### src/rtl/video_timing_gen.sv
// video_timing_gen: parametrised raster timing generator.
// A prescaler produces a registered pixel tick every CLK_DIV clocks; every
// output is registered from that tick, so new pixel data appears in the clock
// after a tick, flagged by a one-clock valid_o strobe. Run/stop control lets
// the current frame finish before the generator goes idle.
// Optional feature: define VTG_RASTER_IRQ_EN to add raster_line_i/raster_irq_o.
module video_timing_gen #(
    parameter int  CLK_DIV     = 2,
    parameter int  H_VISIBLE   = 640,
    parameter int  H_FP        = 16,
    parameter int  H_SYNC      = 96,
    parameter int  H_BP        = 48,
    parameter int  V_VISIBLE   = 480,
    parameter int  V_FP        = 10,
    parameter int  V_SYNC      = 2,
    parameter int  V_BP        = 33,
    parameter bit  HSYNC_POL   = 1'b0,
    parameter bit  VSYNC_POL   = 1'b0,
    parameter int  FRAME_CNT_W = 16,
    localparam int H_TOTAL     = H_VISIBLE + H_FP + H_SYNC + H_BP,
    localparam int V_TOTAL     = V_VISIBLE + V_FP + V_SYNC + V_BP,
    localparam int X_W         = $clog2(H_TOTAL),
    localparam int Y_W         = $clog2(V_TOTAL)
) (
    input  logic                   clk_i,
    input  logic                   rst_ni,
    input  logic                   enable_i,
    output logic                   hsync_o,
    output logic                   vsync_o,
    output logic                   blank_n_o,
    output logic [X_W-1:0]         x_o,
    output logic [Y_W-1:0]         y_o,
    output logic                   valid_o,
    output logic                   end_of_line_o,
    output logic                   end_of_visible_line_o,
    output logic                   end_of_frame_o,
    output logic                   next_line_visible_o,
    output logic [FRAME_CNT_W-1:0] frame_cnt_o,
    output logic                   running_o
`ifdef VTG_RASTER_IRQ_EN
    ,
    input  logic [Y_W-1:0]         raster_line_i,
    output logic                   raster_irq_o
`endif
);

    if (CLK_DIV < 1 || H_VISIBLE < 1 || H_FP < 1 || H_SYNC < 1 || H_BP < 1 ||
        V_VISIBLE < 1 || V_FP < 1 || V_SYNC < 1 || V_BP < 1) begin : g_bad_params
        $error("video_timing_gen: CLK_DIV and every timing field must be > 0");
    end

    localparam int P_W = (CLK_DIV > 1) ? $clog2(CLK_DIV) : 1;
    localparam logic [P_W-1:0] P_LAST     = P_W'(CLK_DIV - 1);
    localparam logic [X_W-1:0] X_LAST     = X_W'(H_TOTAL - 1);
    localparam logic [X_W-1:0] X_VIS      = X_W'(H_VISIBLE);
    localparam logic [X_W-1:0] HS_BEG     = X_W'(H_VISIBLE + H_FP);
    localparam logic [X_W-1:0] HS_END     = X_W'(H_VISIBLE + H_FP + H_SYNC);
    localparam logic [Y_W-1:0] Y_LAST     = Y_W'(V_TOTAL - 1);
    localparam logic [Y_W-1:0] Y_VIS      = Y_W'(V_VISIBLE);
    localparam logic [Y_W-1:0] Y_VIS_LAST = Y_W'(V_VISIBLE - 1);
    localparam logic [Y_W-1:0] VS_BEG     = Y_W'(V_VISIBLE + V_FP);
    localparam logic [Y_W-1:0] VS_END     = Y_W'(V_VISIBLE + V_FP + V_SYNC);
    localparam logic HS_ON  = HSYNC_POL;
    localparam logic HS_OFF = ~HSYNC_POL;
    localparam logic VS_ON  = VSYNC_POL;
    localparam logic VS_OFF = ~VSYNC_POL;

    typedef enum logic [1:0] {ST_IDLE, ST_RUN, ST_STOP_PEND} state_e;

    state_e                 state_q, state_d;
    logic [P_W-1:0]         prescaler_q, prescaler_d;
    logic                   tick_q, tick_d;
    logic [X_W-1:0]         x_q, x_d;
    logic [Y_W-1:0]         y_q, y_d;
    logic                   hsync_q, hsync_d;
    logic                   vsync_q, vsync_d;
    logic                   blank_n_q, blank_n_d;
    logic                   valid_q, valid_d;
    logic                   eol_q, eol_d;
    logic                   evl_q, evl_d;
    logic                   eof_q, eof_d;
    logic                   nlv_q, nlv_d;
    logic [FRAME_CNT_W-1:0] frame_cnt_q, frame_cnt_d;
`ifdef VTG_RASTER_IRQ_EN
    logic                   raster_irq_q, raster_irq_d;
`endif

    // Per-beat scratch: whether this tick presents a pixel, and which one.
    logic                   present;
    logic                   advance;
    logic [X_W-1:0]         nx;
    logic [Y_W-1:0]         ny;

    // Prescaler, run/stop state machine, raster position and decoded outputs.
    always_comb begin
        // NOTE: every signal gets a default before any branch so no latch is inferred.
        state_d     = state_q;
        prescaler_d = (prescaler_q == '0) ? P_LAST : prescaler_q - P_W'(1);
        tick_d      = (prescaler_q == '0);
        x_d         = x_q;
        y_d         = y_q;
        hsync_d     = hsync_q;
        vsync_d     = vsync_q;
        blank_n_d   = blank_n_q;
        valid_d     = 1'b0;
        eol_d       = 1'b0;
        evl_d       = 1'b0;
        eof_d       = 1'b0;
        nlv_d       = nlv_q;
        frame_cnt_d = frame_cnt_q;
        present     = 1'b0;
        advance     = 1'b0;
        nx          = x_q;
        ny          = y_q;
`ifdef VTG_RASTER_IRQ_EN
        raster_irq_d = 1'b0;
`endif

        if (tick_q) begin
            unique case (state_q)
                ST_IDLE: begin
                    if (enable_i) begin
                        state_d = ST_RUN;
                        present = 1'b1;
                        nx      = '0;
                        ny      = '0;
                    end
                end
                ST_RUN: begin
                    advance = 1'b1;
                    if (!enable_i) state_d = ST_STOP_PEND;
                end
                ST_STOP_PEND: begin
                    if (enable_i) begin
                        state_d = ST_RUN;
                        advance = 1'b1;
                    end else if (x_q == X_LAST && y_q == Y_LAST) begin
                        // Frame finished: park with syncs inactive and blanking on.
                        state_d   = ST_IDLE;
                        hsync_d   = HS_OFF;
                        vsync_d   = VS_OFF;
                        blank_n_d = 1'b0;
                    end else begin
                        advance = 1'b1;
                    end
                end
                default: state_d = ST_IDLE;
            endcase
        end

        if (advance) begin
            present = 1'b1;
            if (x_q == X_LAST) begin
                nx = '0;
                if (y_q == Y_LAST) begin
                    ny          = '0;
                    frame_cnt_d = frame_cnt_q + FRAME_CNT_W'(1);
                end else begin
                    ny = y_q + Y_W'(1);
                end
            end else begin
                nx = x_q + X_W'(1);
            end
        end

        if (present) begin
            valid_d   = 1'b1;
            x_d       = nx;
            y_d       = ny;
            hsync_d   = (nx >= HS_BEG && nx < HS_END) ? HS_ON : HS_OFF;
            // vsync depends on y only, and y only moves on x wrap, so its edges land at x==0.
            vsync_d   = (ny >= VS_BEG && ny < VS_END) ? VS_ON : VS_OFF;
            blank_n_d = (nx < X_VIS) && (ny < Y_VIS);
            eol_d     = (nx == X_VIS);
            evl_d     = (nx == X_VIS) && (ny < Y_VIS);
            eof_d     = (nx == X_VIS) && (ny == Y_VIS_LAST);
            // Line after the last one is line 0, which is always visible.
            nlv_d     = (ny == Y_LAST) ? 1'b1 : (ny < Y_VIS_LAST);
`ifdef VTG_RASTER_IRQ_EN
            raster_irq_d = (nx == X_VIS) && (ny == raster_line_i);
`endif
        end
    end

    // State and output registers with asynchronous reset.
    always_ff @(posedge clk_i or negedge rst_ni) begin
        if (!rst_ni) begin
            state_q     <= ST_IDLE;
            prescaler_q <= '0;
            tick_q      <= 1'b0;
            x_q         <= '0;
            y_q         <= '0;
            hsync_q     <= HS_OFF;
            vsync_q     <= VS_OFF;
            blank_n_q   <= 1'b0;
            valid_q     <= 1'b0;
            eol_q       <= 1'b0;
            evl_q       <= 1'b0;
            eof_q       <= 1'b0;
            nlv_q       <= 1'b1;
            frame_cnt_q <= '0;
`ifdef VTG_RASTER_IRQ_EN
            raster_irq_q <= 1'b0;
`endif
        end else begin
            // NOTE: non-blocking updates so every flop samples pre-edge values.
            state_q     <= state_d;
            prescaler_q <= prescaler_d;
            tick_q      <= tick_d;
            x_q         <= x_d;
            y_q         <= y_d;
            hsync_q     <= hsync_d;
            vsync_q     <= vsync_d;
            blank_n_q   <= blank_n_d;
            valid_q     <= valid_d;
            eol_q       <= eol_d;
            evl_q       <= evl_d;
            eof_q       <= eof_d;
            nlv_q       <= nlv_d;
            frame_cnt_q <= frame_cnt_d;
`ifdef VTG_RASTER_IRQ_EN
            raster_irq_q <= raster_irq_d;
`endif
        end
    end

    assign hsync_o               = hsync_q;
    assign vsync_o               = vsync_q;
    assign blank_n_o             = blank_n_q;
    assign x_o                   = x_q;
    assign y_o                   = y_q;
    assign valid_o               = valid_q;
    assign end_of_line_o         = eol_q;
    assign end_of_visible_line_o = evl_q;
    assign end_of_frame_o        = eof_q;
    assign next_line_visible_o   = nlv_q;
    assign frame_cnt_o           = frame_cnt_q;
    assign running_o             = (state_q != ST_IDLE);
`ifdef VTG_RASTER_IRQ_EN
    assign raster_irq_o          = raster_irq_q;
`endif

endmodule

### config.mk
export PLATFORM = sky130hd
export DESIGN_NAME = video_timing_gen
export DESIGN_NICKNAME = d
export VERILOG_FILES = /design/src/rtl/video_timing_gen.sv
export SDC_FILE = /design/constraint.sdc
export NUM_CORES = 1
export LEC_CHECK = 0
export ABC_AREA = 0
export CAP_MARGIN = 30
export CORE_MARGIN = 3
export CORE_UTILIZATION = 57
export DETAILED_ROUTE_END_ITERATION = 16
export PLACE_DENSITY = 0.85
export SLEW_MARGIN = 30
export SYNTH_ARGS = -nofsm -noshare
export SYNTH_HDL_FRONTEND = slang
export SYNTH_SLANG_ARGS = --single-unit
### constraint.sdc
create_clock -name clk_i -period 5.6 [get_ports clk_i]
set_input_delay 0.56 -clock clk_i [delete_from_list [all_inputs] [get_ports clk_i]]
set_output_delay 0.56 -clock clk_i [all_outputs]
set_load 0.02 [all_outputs]
Yosys cells after proc, flatten, opt, wreduce, memory -nomap -nowiden
Index checks and enable logic that the tools add are counted.
{"block": "op_classes", "addsub": 4, "order_cmp": 7, "n_eq_ne": 11, "n_mux": 43, "n_bitwise": 1, "reduce_logical": 14}
{"operator": "$mux W10", "count": 11}
{"operator": "$eq A10 B10 Y1 const B", "count": 4}
{"operator": "$lt A10 B9 Y1 const B", "count": 3}
{"operator": "$mux W1", "count": 26}
{"operator": "$add A10 B1 Y10 const B", "count": 2}
{"operator": "$lt A10 B10 Y1 const B", "count": 2}
{"operator": "$add A16 B1 Y16 const B", "count": 1}
{"operator": "$eq A10 B9 Y1 const B", "count": 1}
{"operator": "$ge A10 B10 Y1 const B", "count": 1}
{"operator": "$ge A10 B9 Y1 const B", "count": 1}
{"operator": "$mux W2", "count": 4}
{"operator": "$reduce_and A4 Y1", "count": 2}
{"operator": "$reduce_bool A2 Y1", "count": 4}
{"operator": "$logic_and A1 B1 Y1", "count": 6}
{"operator": "$pmux W2 S3", "count": 1}
{"operator": "$ne A2 B2 Y1 const B", "count": 2}
{"operator": "$ne A3 B3 Y1 const B", "count": 1}
{"operator": "$reduce_and A3 Y1", "count": 1}
{"operator": "$eq A2 B1 Y1 const B", "count": 1}
{"operator": "$eq A2 B2 Y1 const B", "count": 1}
{"operator": "$logic_not A2 Y1", "count": 1}
{"operator": "$ne A2 B1 Y1 const B", "count": 1}
{"operator": "$pmux W1 S2", "count": 1}
{"operator": "$not A1 Y1", "count": 1}
{"operator": "$sub A1 B1 Y1 const B", "count": 1}
{"block": "word_totals", "reg_bits": 48, "in_bits": 3, "out_inout_bits": 45, "word_cells": 94}

Logic depth before layout (Yosys ltp)
Gate-level depths: netlist (run 1).
{"block": "depth", "ltp_word": 11, "mapped_depth": 10, "ltp_nobuf": 10}

Worst setup path after synthesis (run 1)
No wires, ideal clock.
{"block": "synth_timing", "path_type": "register to register", "start": "register y_q[0], in the netlist y_o[0]", "end": "register hsync_q, in the netlist hsync_o", "setup_time_ps": 83, "arrival_time_ps": 2583, "required_time_ps": 5517, "slack_ps": 2934, "stages_incl_launch_ff": 11, "n_path_buf": 0, "cell_sequence": "dfrtp_1 > inv_1 > ha_1 > and4bb_4 > and4_1 > a21oi_2 > nor2_2 > inv_2 > o21ai_0 > or4_1 > o32a_1"}
{"block": "synth_between", "word_cells_on_any_way": 18, "classes_between": "order compare (2); eq/ne (2); mux (8); reduce/logical (6)"}
{"element": "from (decl)", "line": "74", "source": "logic [Y_W-1:0] y_q, y_d;"}
{"element": "from (signal assigned)", "line": "211", "source": "y_q <= y_d;"}
{"element": "$eq A10 B10 Y1 (*)", "line": "137", "source": "end else if (x_q == X_LAST && y_q == Y_LAST) begin"}
{"element": "$logic_and A1 B1 Y1 (*)", "line": "137"}
{"element": "$mux W1 (*)", "line": "137"}
{"element": "$mux W1 (*)", "line": "134", "source": "if (enable_i) begin"}
{"element": "$pmux W1 S2 (*)", "line": "120", "source": "unique case (state_q)"}
{"element": "$mux W1 (*)", "line": "119", "source": "if (tick_q) begin"}
{"element": "$mux W1 (*)", "line": "151", "source": "if (advance) begin"}
{"element": "via present", "line": "89", "source": "logic present;"}
{"element": "$ne A2 B1 Y1 (no source line) or $reduce_bool A2 Y1 (tied branches)"}
{"element": "$reduce_and A4 Y1 (no source line)"}
{"element": "to (signal assigned)", "line": "212", "source": "hsync_q <= hsync_d;"}
{"element": "to (decl)", "line": "75", "source": "logic hsync_q, hsync_d;"}
The timed path passes the listed nets; every way through them passes the cells marked *.
A chain may end at the register's enable or synchronous reset.

Worst setup path after layout (run 1)
{"block": "layout_timing", "start": "register state_q[0]", "end": "register nlv_q, in the netlist next_line_visible_o"}
{"block": "layout_between", "elab_chain_len": 7, "word_cells_on_any_way": 15, "classes_between": "order compare (1); eq/ne (3); mux (10); reduce/logical (1)"}
{"element": "from (decl)", "line": "70", "source": "state_e state_q, state_d;"}
{"element": "from (signal assigned)", "line": "207", "source": "state_q <= state_d;"}
{"element": "$logic_not A2 Y1", "line": "120"}
{"element": "$mux W10", "line": "120"}
{"element": "$mux W10", "line": "119"}
{"element": "$mux W10", "line": "153", "source": "if (x_q == X_LAST) begin"}
{"element": "$mux W10", "line": "151"}
{"element": "$lt A10 B9 Y1 or $eq A10 B10 Y1 (tied branches)", "line": "178", "source": "nlv_d = (ny == Y_LAST) ? 1'b1 : (ny < Y_VIS_LAST);"}
{"element": "$mux W1", "line": "178"}
{"element": "to (signal assigned)", "line": "219", "source": "nlv_q <= nlv_d;"}
{"element": "to (decl)", "line": "82", "source": "logic nlv_q, nlv_d;"}
Several ways; a longest one is shown, not always the timed one.

==> impl_metrics.toml, run 1 <==
[yosys]
ys_types = 66
ys_seq_elements = 47
ys_async_sr_fraction_pct = 100
synth_edf_count = 0
synth_nets = 307
syn_inst = 296
syn_avg_cell_area_um2 = 9.60
synth_area_um2 = 2840
synth_top_flop_cell = "dfrtp_1"
yosysSeqAreaShare_pct = 41.5
yosys_warnings = 0

[power]
clockPowerShare_pct = 24.3
switchingPower_mw = 0.411
p_int_mw = 0.673
powerDensity_nw_per_um2 = 313
max-vdd-ir-drop_v = 0.000264
switching_share_pct = 38.0
power.share.sequential_pct = 37.5
leakage_nw = 1.45
p_comb_share_pct = 38.2

[critical_path]
cp-end-kind = "flop"
cp_data_arrival_time_ps = 3280
path_class = "flop to flop"
start_kind = "flop"
crit_required_ps = 5840
cp_max_fo = 9

[timing]
totalNegativeSetupSlack_ps = 0
finalCriticalPeriod_ps = 3050
rsz0062_at_grt = "no"
fin_skew_ps = 6.79
hold_viol = 0
slew_headroom_pct = 55.3
post-route-period-util_pct = 54.4
timing.hold.ws_ps = 257
worst_pin_slew_ps = 662
setup_violations = 0
timing.final.max_slew_violations = 0
max_freq_mhz = 328

[clock_network]
ctsHoldBuffers = 0
cts-root-buf = "clkbuf_8"
clock_path_buffers = 2
cts-resized-gates = 0
numClockSinks = 47
clk_latency_ps = 300
cts_setup_buffers = 0
numCtsBuffers = 5
cts_tree = "built"
cts.clk_slew.worst_paths_ps = 90
cts_htree_levels = 2

[floorplan]
initial_utilization_pct = 59.4
io-pin-count = 48
rows = 25
die_x_um = 76.6
die-area_um2 = 5870
core_um2 = 4790
die_h_um = 76.6

[route]
ant_nets = 0
num_vias = 2485
first_pass_iters = 5
wire_per_inst_um = 16.3
routed_via_density = 6.08
drt_iter0_markers = 223
totalWireLength_mm = 6.68
drc = 0

[grt]
grt_pass1_wl_mm = 11.3
antenna_found_initial = 0
grtUsageTotal_pct = 23.7
first_global_vias = 2341
use_met1_pct = 34.6
grt_use_met3_pct = 4.14
grt_overflow = 0
grt-busiest-layer = "met2"
globalRouteMet2Util_pct = 35.3
grt_max_degree = 48

[finish]
multi_input_area_um2 = 1550
layout_common_cells = "46 x clkdlybuf4s50_1, 44 x dfrtp_1, 27 x nand2_1"
regArea_um2 = 1180
stdcell_area_um2 = 3470
area_growth_pct = 22.0
fillCellCount = 377
nNetsFinal = 352
drive_above_1_share_pct = 10.5
antennaDiodeCount = 0
mostFrequentLayoutCell = "clkdlybuf4s50_1"

[status]
outcome = "completed"

[run]
cap_violations = 0

[placement]
hpwlAfterDp_mm = 4.95
numPortBuffers = 47
gp_congestion = 0.966
post_dp_cell_area_um2 = 3350

[min_path]
hold_class = "primary input to async pin"
==> power by group through the flow <==
stage	clock [mW]	sequential [mW]	combinational, mW
floorplan	0	0.424	0.266
global placement	0	0.412	0.397
detailed placement	0	0.413	0.409
CTS	0.268	0.406	0.409
global route	0.283	0.412	0.450
finish	0.263	0.407	0.414
==> synthesized netlist by cell type, drive strengths merged, types with 3 or more instances <==
library cell	count	area (um^2)
a211oi	4	30.0
a21o	4	30.0
a21oi	15	90.1
a22o	3	26.3
a31oi	5	31.3
and2	3	18.8
and3	9	56.3
buf	7	41.3
dfrtp	44	1100
dfstp	3	78.8
ha	8	100
inv	17	63.8
nand2	27	101
nand2b	3	18.8
nand3	14	80.1
nand4	9	68.8
nor2	18	70.1
nor3	9	61.3
nor4	6	58.8
o211ai	4	43.8
o21ai	19	98.8
o22ai	3	18.8
o31ai	3	36.3
or3	3	18.8
or4	5	37.5
xnor2	13	114
xor2	6	52.6
==> flip-flops by register name (all words and copies together) (netlist names), 2 cells and up <==
register	flops
state_q	2
frame_cnt_o	16
x_o	10
y_o	10
==> routing by layer <==
| metal | share of wire, % | wire (um) |
|---|---|---|
| met4 | 1.5 | 97 |
| met1 | 45 | 3030 |
| met5 | 0 | 0 |
| met2 | 46 | 3100 |
| met3 | 6.8 | 456 |
==> logic make-up after synthesis <==
| logic type | Yosys count | synth area share (%) |
|---|---|---|
| and+or+nand+nor | 118 | 25.3 |
| AOI/OAI and AO/OA | 76 | 19.1 |
| DFF | 47 | 41.5 |
| buffers and inverters | 26 | 3.96 |
| xor gates and xnor gates | 19 | 5.85 |
| adders and majority gates | 8 | 3.52 |
| muxes | 2 | 0.792 |
==> area by class of cell <==
cell class                 count  share of cell area [%]
multi-input combinational    223                    44.7
inverter                      17                    1.84
timing repair buffer          47                    13.5
clock inverter                 2                    1.12
sequential                    47                    34.0
clock buffer                   6                    2.38
tap                           67                    2.42
==> worst max-delay path, cell delays in order, from the launching register on <==
cell	delay [ps]
dfrtp_1	410
inv_1	80
ha_1	350
o211ai_4	170
nor4_4	550
a21oi_2	200
a21oi_2	290
nand3_2	110
or4_1	590
a31o_1	230
==> final timing paths <==
check	from	endpoint	slack [ps]	depth (start not counted)
max reg2reg	state_q[0]$_DFFE_PN0P_	next_line_visible_o$_DFFE_PN1P_	2550	9
min in group clk_i	frame_cnt_o[15]$_DFFE_PN0P_	frame_cnt_o[15]$_DFFE_PN0P_	470	1
max in group asynchronous	rst_ni	x_o[6]$_DFFE_PN0P_	4950	1
min reg2reg	frame_cnt_o[15]$_DFFE_PN0P_	frame_cnt_o[15]$_DFFE_PN0P_	470	1
max	state_q[0]$_DFFE_PN0P_	next_line_visible_o$_DFFE_PN1P_	2550	9
min	rst_ni	frame_cnt_o[7]$_DFFE_PN0P_	260	1
==> stage by stage <==
step	instances	worst slack [ps]	utilization [%]	total power, mW
2_1_floorplan	296	2930	-	0.690
6_report	409	2550	72.4	1.08
3_3_place_gp	401	2500	69.9	0.808
5_1_grt	409	2340	72.4	1.15
3_5_place_dp	401	2450	69.9	0.822
4_1_cts	409	2600	72.4	1.08
Power figures use the tool's default switching activity.
==> inputs of run 2 (changes only) <==
- CORE_UTILIZATION: 57 -> 48
- PLACE_DENSITY: 0.85 -> 0.76
- clock period: 5.6 -> 2.6 ns (I/O delays scaled with it)
==> run 2 against run 1 <==
Sequential power is 110% higher. Hold slack gained 160 ps. Critical endpoint unchanged. Worst setup slack got worse by 2600 ps. Maximum frequency grew 17%. The run now ends with negative setup slack left. Combinational power increased to 3.2 times the previous value. Largest power group unchanged.
==> impl_metrics.toml, run 2 (synthesized netlist as in run 1, its figures left out) <==
[timing]
setup_ws_ps = -1.31
timing.hold.ws_ps = 414
max_freq_mhz = 384
rsz0062_at_grt = "yes"
totalNegativeSetupSlack_ps = -1.31
worst_pin_slew_ps = 674
finalCriticalPeriod_ps = 2600
post-route-period-util_pct = 100
setup_violations = 1
fin_skew_ps = 9.05
timing.final.max_slew_violations = 0
hold_viol = 0
slew_headroom_pct = 54.5

[finish]
fin_util_pct = 72.5
fillCellCount = 443
stdcell_area_um2 = 4070
area_growth_pct = 43.0
mostFrequentLayoutCell = "buf_4"
largest_reg_flops = 16
drive_above_1_share_pct = 29.9
nNetsFinal = 408
layout_common_cells = "54 x buf_4, 46 x clkdlybuf4s50_1, 41 x dfrtp_1"
antennaDiodeCount = 0

[grt]
antenna_found_initial = 0
grt_max_degree = 31
first_global_vias = 2659
grt_overflow = 0
grt_pass1_wl_mm = 13.0
grtUsageTotal_pct = 23.0

[floorplan]
die_x_um = 83.0
io-pin-count = 48
core_um2 = 5610
initial_utilization_pct = 50.7
die_h_um = 83.0
rows = 27
die-area_um2 = 6880

[clock_network]
numCtsBuffers = 5
cts_tree = "built"
cts.clk_slew.worst_paths_ps = 90
clk_latency_ps = 300
clock_path_buffers = 2
cts_htree_levels = 2
numClockSinks = 47
cts-root-buf = "clkbuf_8"

[placement]
post_dp_cell_area_um2 = 3760
dp_slack_ps = -153
gp_congestion = 0.967
numPortBuffers = 47
hpwlAfterDp_mm = 5.95

[power]
powerDensity_nw_per_um2 = 676
switching_share_pct = 37.6
clockPowerShare_pct = 20.8
switchingPower_mw = 1.03
power.share.sequential_pct = 31.2
max-vdd-ir-drop_v = 0.000501
p_comb_share_pct = 48.1
leakage_nw = 1.75
p_int_mw = 1.72

[route]
drt_iter0_markers = 223
wire_per_inst_um = 17.1
num_vias = 2801
routed_via_density = 5.96
drc = 0
totalWireLength_mm = 8.06
first_pass_iters = 6
ant_nets = 0

[status]
outcome = "finished with violations"
violations = "negative setup slack"

[critical_path]
cp_max_fo = 4
crit_required_ps = 2840
path_class = "flop to flop"
start_kind = "flop"
cp-end-kind = "flop"
cp_data_arrival_time_ps = 2840

[run]
cap_violations = 0

[min_path]
hold_class = "primary input to async pin"
==> run 2: cell count changes in the layout (fill, tap and decap cells not counted), sizes merged <==
cell and delta:
buf +55, dlygate4sd3 +1
==> run 2: final cells by class <==
type                       instances  area, um^2  area share, %
inverter                          17        63.8           1.57
sequential                        47        1180           29.1
tap                               72        90.1           2.22
clock inverter                     2        38.8          0.954
multi-input combinational        223        1710           42.2
timing repair buffer             103         892           21.9
clock buffer                       6        82.6           2.03
==> run 2: path summary, 6_finish.rpt <==
check                                                 from                              end  slack (ps)  cells past startpoint
worst min-delay path                                rst_ni               y_o[7]$_DFFE_PN0P_         410                      2
worst max register to register          y_o[1]$_DFFE_PN0P_  next_line_visible_o$_DFFE_PN1P_          -1                      9
max in group asynchronous                           rst_ni              vsync_o$_DFFE_PN1P_        1420                      3
worst min register to register  frame_cnt_o[7]$_DFFE_PN0P_       frame_cnt_o[7]$_DFFE_PN0P_         490                      1
min in group clk_i              frame_cnt_o[7]$_DFFE_PN0P_       frame_cnt_o[7]$_DFFE_PN0P_         490                      1
worst max-delay path                    y_o[1]$_DFFE_PN0P_  next_line_visible_o$_DFFE_PN1P_          -1                      9
==> run 2: critical path: stages, from the launching register on <==
cell and delay, ps:
dfrtp_1 420, buf_4 160, ha_1 200, nand3_2 120, or3_1 390, a211oi_2 240
a21o_1 150, o211ai_1 130, or4_4 520, a31o_1 220
==> run 2: metal layers <==
layer / vias to the layer above / track usage (%) / part of all wire, %
met5: - / 0 / 0
met4: 0 / 7.58 / 3.0
met3: 30 / 4.96 / 7.8
met2: 143 / 37.4 / 46
met1: 1327 / 30.5 / 43
li1: 1301 / - / -
==> run 2: metrics by stage <==
| step | power (mW) | std cells |
|---|---|---|
| floorplan | 1.50 | 296 |
| global placement | 1.99 | 458 |
| detailed placement | 2.02 | 458 |
| CTS | 2.67 | 469 |
| global route | 2.89 | 470 |
| finish | 2.75 | 470 |
==> run 2: power groups by stage <==
stage,registers (mW),clock network [mW],logic (mW)
floorplan,0.917,0,0.586
global placement,0.864,0,1.13
detailed placement,0.866,0,1.15
CTS,0.850,0.583,1.24
global route,0.861,0.619,1.41
finish,0.856,0.571,1.32
==> run 2: timing repair <==
item                                    CTS  global route
setup buffers                             3             1
hold buffers                              1             0
resized for setup                        17            16
cloned                                    0             0
endpoints found under the hold margin    16             0
endpoints found under the setup margin    4            12
pin swaps                                 5             5
==> inputs of run 3 (changes only) <==
- SLEW_MARGIN: 30 -> unset
==> results of run 3 <==
Final layout, timing and power as in run 2 (identical DEF).
